### src/rtl/adder_pkg.sv
// Shared types and constants for the bit-serial pixel adders and their 1-bit cell.
package adder_pkg;

  typedef enum logic [1:0] {
    IDLE  = 2'd0,
    SHIFT = 2'd1,
    DONE  = 2'd2
  } state_e;

  localparam int PIX_W_DEFAULT = 8;

  localparam bit APPROX_CELL = 1'b1;
  localparam bit EXACT_CELL  = 1'b0;

endpackage

### src/rtl/approx_fa_cell.sv
// 1-bit adder cell, combinational: approximate (s = ~maj) or exact full adder (s = a^b^c).
// Carry out is the majority function in both modes.
module approx_fa_cell
  import adder_pkg::*;
#(
  parameter bit APPROX = APPROX_CELL
) (
  input  logic a,
  input  logic b,
  input  logic c,
  output logic s,
  output logic co
);

  logic maj;

  assign maj = (a & b) | (a & c) | (b & c);
  assign co  = maj;

  generate
    if (APPROX) begin : g_approx
      assign s = ~maj;
    end else begin : g_exact
      assign s = a ^ b ^ c;
    end
  endgenerate

endmodule

### src/rtl/bit_serial_pixel_adder.sv
// LSB-first serial pixel adder: PIX_W shift cycles per pair, result held in DONE until out_ready.
// in_ready only in IDLE; no accept while busy, so throughput is one pair per PIX_W+2 cycles.
module bit_serial_pixel_adder
  import adder_pkg::*;
#(
  parameter int PIX_W  = PIX_W_DEFAULT,
  parameter bit APPROX = APPROX_CELL
) (
  input  logic             clk,
  input  logic             rst_n,
  input  logic             in_valid,
  output logic             in_ready,
  input  logic [PIX_W-1:0] pix_a,
  input  logic [PIX_W-1:0] pix_b,
  output logic             out_valid,
  input  logic             out_ready,
  output logic [PIX_W:0]   sum,
  output logic             busy
);

  localparam int CNT_W = $clog2(PIX_W);

  state_e             state_q, state_d;
  logic [PIX_W-1:0]   a_sr_q, a_sr_d;
  logic [PIX_W-1:0]   b_sr_q, b_sr_d;
  logic               carry_q, carry_d;
  logic [CNT_W-1:0]   cnt_q, cnt_d;
  logic [PIX_W-2:0]   acc_q, acc_d;
  logic [PIX_W:0]     sum_q, sum_d;
  logic               out_valid_q, out_valid_d;

  logic               cell_s;
  logic               cell_co;
  logic [PIX_W-1:0]   acc_shift;

  approx_fa_cell #(
    .APPROX (APPROX)
  ) u_cell (
    .a  (a_sr_q[0]),
    .b  (b_sr_q[0]),
    .c  (carry_q),
    .s  (cell_s),
    .co (cell_co)
  );

  // Result bits enter from the top; the last bit skips acc and goes straight into sum.
  assign acc_shift = {cell_s, acc_q};

  always_ff @(posedge clk or negedge rst_n) begin
    if (!rst_n) begin
      state_q     <= IDLE;
      a_sr_q      <= '0;
      b_sr_q      <= '0;
      carry_q     <= 1'b0;
      cnt_q       <= '0;
      acc_q       <= '0;
      sum_q       <= '0;
      out_valid_q <= 1'b0;
    end else begin
      state_q     <= state_d;
      a_sr_q      <= a_sr_d;
      b_sr_q      <= b_sr_d;
      carry_q     <= carry_d;
      cnt_q       <= cnt_d;
      acc_q       <= acc_d;
      sum_q       <= sum_d;
      out_valid_q <= out_valid_d;
    end
  end

  always_comb begin
    state_d     = state_q;
    a_sr_d      = a_sr_q;
    b_sr_d      = b_sr_q;
    carry_d     = carry_q;
    cnt_d       = cnt_q;
    acc_d       = acc_q;
    sum_d       = sum_q;
    out_valid_d = out_valid_q;

    case (state_q)
      IDLE: begin
        if (in_valid) begin
          a_sr_d  = pix_a;
          b_sr_d  = pix_b;
          carry_d = 1'b0;
          cnt_d   = '0;
          state_d = SHIFT;
        end
      end
      SHIFT: begin
        acc_d   = acc_shift[PIX_W-1:1];
        carry_d = cell_co;
        a_sr_d  = a_sr_q >> 1;
        b_sr_d  = b_sr_q >> 1;
        if (cnt_q == CNT_W'(PIX_W - 1)) begin
          sum_d       = {cell_co, cell_s, acc_q};
          out_valid_d = 1'b1;
          state_d     = DONE;
        end else begin
          cnt_d = cnt_q + CNT_W'(1);
        end
      end
      DONE: begin
        if (out_ready) begin
          out_valid_d = 1'b0;
          state_d     = IDLE;
        end
      end
      default: begin
        state_d = IDLE;
      end
    endcase
  end

  assign in_ready  = (state_q == IDLE);
  assign busy      = (state_q != IDLE);
  assign out_valid = out_valid_q;
  assign sum       = sum_q;

endmodule

### config.mk
export PLATFORM = sky130hd
export DESIGN_NAME = bit_serial_pixel_adder
export DESIGN_NICKNAME = d
export VERILOG_FILES = /design/src/rtl/adder_pkg.sv /design/src/rtl/approx_fa_cell.sv /design/src/rtl/bit_serial_pixel_adder.sv
export SDC_FILE = /design/constraint.sdc
export NUM_CORES = 1
export LEC_CHECK = 0
export BUFFER_PORTS_ARGS = -buffer_cell sky130_fd_sc_hd__buf_2
export CAP_MARGIN = 20
export CELL_PAD_IN_SITES_DETAIL_PLACEMENT = 0
export CELL_PAD_IN_SITES_GLOBAL_PLACEMENT = 1
export CORE_UTILIZATION = 45
export DETAILED_ROUTE_END_ITERATION = 7
export HOLD_SLACK_MARGIN = 0.12
export PLACE_DENSITY = 0.86
export SLEW_MARGIN = 0
export SYNTH_ARGS = -nofsm -noshare
export SYNTH_HDL_FRONTEND = slang
export SYNTH_SLANG_ARGS = --single-unit
export TNS_END_PERCENT = 1
### constraint.sdc
create_clock -name clk -period 2.3 [get_ports clk]
set_clock_uncertainty 0.1 [all_clocks]
set_input_delay 0.23 -clock clk [delete_from_list [all_inputs] [get_ports clk]]
set_output_delay 0.23 -clock clk [all_outputs]
set_load 0.1 [all_outputs]
==> impl_metrics.yaml <==
logic_synthesis:
  netlist.area_leader.share_pct: 56.6
  synth_nets: 182
  synth_cell_types: 23
  async_reset_ff_share_pct: 100
  synth_common_cells: "nand2_1, dfrtp_1, o21ai_0"
  yosysMostFrequentCell: "nand2_1"
  ys.warnings.count: 0
  synth-edff-count: 0
  syn_avg_cell_area_um2: 10.8
  seq_area_frac_synth_pct: 56.6
  synth.ff_latch_count: 39
  synth.area.top_cells: "dfrtp_1, nand2_1, mux2i_1"
  syn_area_mm2: 0.00172
  synthFlopType: "dfrtp_1"
  synth_cells: 159
  yosysTopAreaCell: "dfrtp_1"
global_routing:
  grtUsageTotal_pct: 16.9
  grt_pass1_vias: 1172
  grt_first_pass_wirelength_um: 5150
  grt_max_degree: 40
  antenna_found_initial: 0
  grt_overflow_total: 0
place:
  place_congestion: 0.741
  port_buffers: 31
  detailed_place_hpwl_um: 2070
sta:
  finalHoldViolations: 0
  tightestPinTransition_ps: 841
  period_share_pct: 84.7
  setup_viol: 0
  maxSlewHeadroom_pct: 43.9
  grt_setup_unrepaired: "false"
  min_period_ps: 1950
  fmax_mhz: 513
  slew_viol_final: 0
  setup-tns-final_ps: 0
critical_path:
  critPathArrivalTime_ps: 1620
  cp-start-kind: "flop"
  cp-startpoint: "state_q[0]"
  critical-path-top-delay-family: "flip-flops"
  endpoint_kind: "output port"
  crit_slowest_cell: "dfrtp_1"
  r2r_start: "state_q[1]"
  path_cells: "or2_2 > inv_1 > buf_2"
  path_class: "reg2out"
  max_stage_delay_ps: 510
  critPathMaxFanout: 11
  path_buf_inv: 2
  cp_data_required_time_ps: 1970
  ff2ff_setup_slack_ps: 580
detailed_routing:
  met3_wirelength_um: 125
  dr.max_layer_used: "met4"
  ant_nets: 0
  wl_met1_um: 1350
  vias: 1178
  drtIter0Drc: 60
  wl_met2_um: 1410
  drcViolationCount: 0
  vias_per_cell: 4.85
  drt-total-wl_um: 2930
  dr.pass1.iters: 4
  post_drt_wl_per_cell_um: 12.0
run_status:
  status: "completed"
floorplan:
  io_pins: 32
  die_h_um: 63.9
  die_width_um: 63.9
  core-area_mm2: 0.00366
  start_util_pct: 47.1
  dieArea_mm2: 0.00408
  rows: 22
final_layout:
  num_antenna_cells: 0
  fin_nets: 217
  nFillCells: 320
  layout-drive-gt1-share_pct: 26.2
  area_delta_synth_final_pct: 19.4
clocking:
  cts_tree: "built"
  h-tree-depth: 2
  clk-insertion-delay-late_ps: 290
  clock_path_buffers: 2
  clkTransAtPathRegs_ps: 70
  cts_buffers: 5
  cts_sinks: 39
  clockRootBuffer: "clkbuf_8"
  post-cts-setup-buffer-count: 0
min_path:
  min_path_type: "in2reg"
  worstHoldStart: "pix_a[6]"
flow_run:
  drv_cap: 0
[per-layer routing]
metal,vias to the layer above,global-route usage [%]
li1,595,-
met1,550,20.8
met2,28,27.3
met3,5,4.82
met4,0,7.67
met5,-,0
[placed cells by master, fill, tap and decap left out, drive strengths merged]
cell type / instances
a21o: 1
a21oi: 4
a22o: 1
buf: 34
bufinv: 2
clkbuf: 6
dfrtp: 39
dlygate4sd3: 2
ha: 3
inv: 4
maj3: 1
mux2: 8
mux2i: 15
nand2: 43
nand2b: 3
nand3: 1
nand3b: 1
nor2: 2
nor2b: 4
o21a: 1
o21ai: 17
o21bai: 1
o31ai: 1
or2: 1
[cells by family (layout without fill, tap and decap cells)]
group,count (synthesis),count (layout),synth area share [%]
simple gates,55,55,14.2
compound gates,26,26,8.35
mux,23,23,13.9
fa+ha+maj,4,4,2.76
flops,39,39,56.6
buf+inv,12,48,4.14
[registers in the layout, summed over array words and instances (netlist names)]
| signal | flops |
|---|---|
| state_q | 2 |
| out_valid | 1 |
| sum | 9 |
| b_sr_q | 8 |
| cnt_q | 3 |
| carry_q | 1 |
| a_sr_q | 8 |
| acc_q | 7 |
[path summary, 6_finish.rpt]
| check | endpoint | depth (start not counted) |
|---|---|---|
| max | in_ready | 3 |
| min | a_sr_q[6] | 3 |
| max reg2reg | b_sr_q[5] | 4 |
| min reg2reg | sum[7] | 2 |
| max in group asynchronous | cnt_q[0] | 2 |
| min in group asynchronous | sum[4] | 2 |
[per-stage QoR]
step | utilization (%) | hold WS [ps] | cell area, um2 | worst slack (ps) | instances
after detailed placement | 52.0 | 289 | 1900 | 613 | 233
after global placement | 52.0 | 268 | 1900 | 668 | 233
after global routing | 56.2 | 150 | 2060 | 291 | 243
final | 56.2 | 139 | 2060 | 352 | 243
after CTS | 56.2 | 136 | 2060 | 335 | 243
after floorplan | - | -166 | 1720 | 239 | 159
[layout make-up]
cell class	instances	area, um2	area share [%]
Tap cell	48	60.1	2.92
Multi-Input combinational cell	108	676	32.8
Clock buffer	6	72.6	3.53
Inverter	4	15.0	0.730
Timing Repair Buffer	36	198	9.61
Clock inverter	2	60.1	2.92
Sequential cell	39	976	47.4
[worst reg2reg max path, cell delays in order, from the launching register on]
cell	delay, ps
dfrtp_1	520
nand2b_1	320
buf_4	320
mux2i_1	220
o21ai_0	110
[what timing repair did]
| item | 4_1_cts | 5_1_grt |
|---|---|---|
| resized for setup | 0 | 0 |
| hold buffers | 2 | 0 |
| hold endpoints to repair | 40 | 0 |
Power is left out: the tool's default activity adds up to more than one toggle a clock period on the data nets, which glitch-free logic cannot reach.
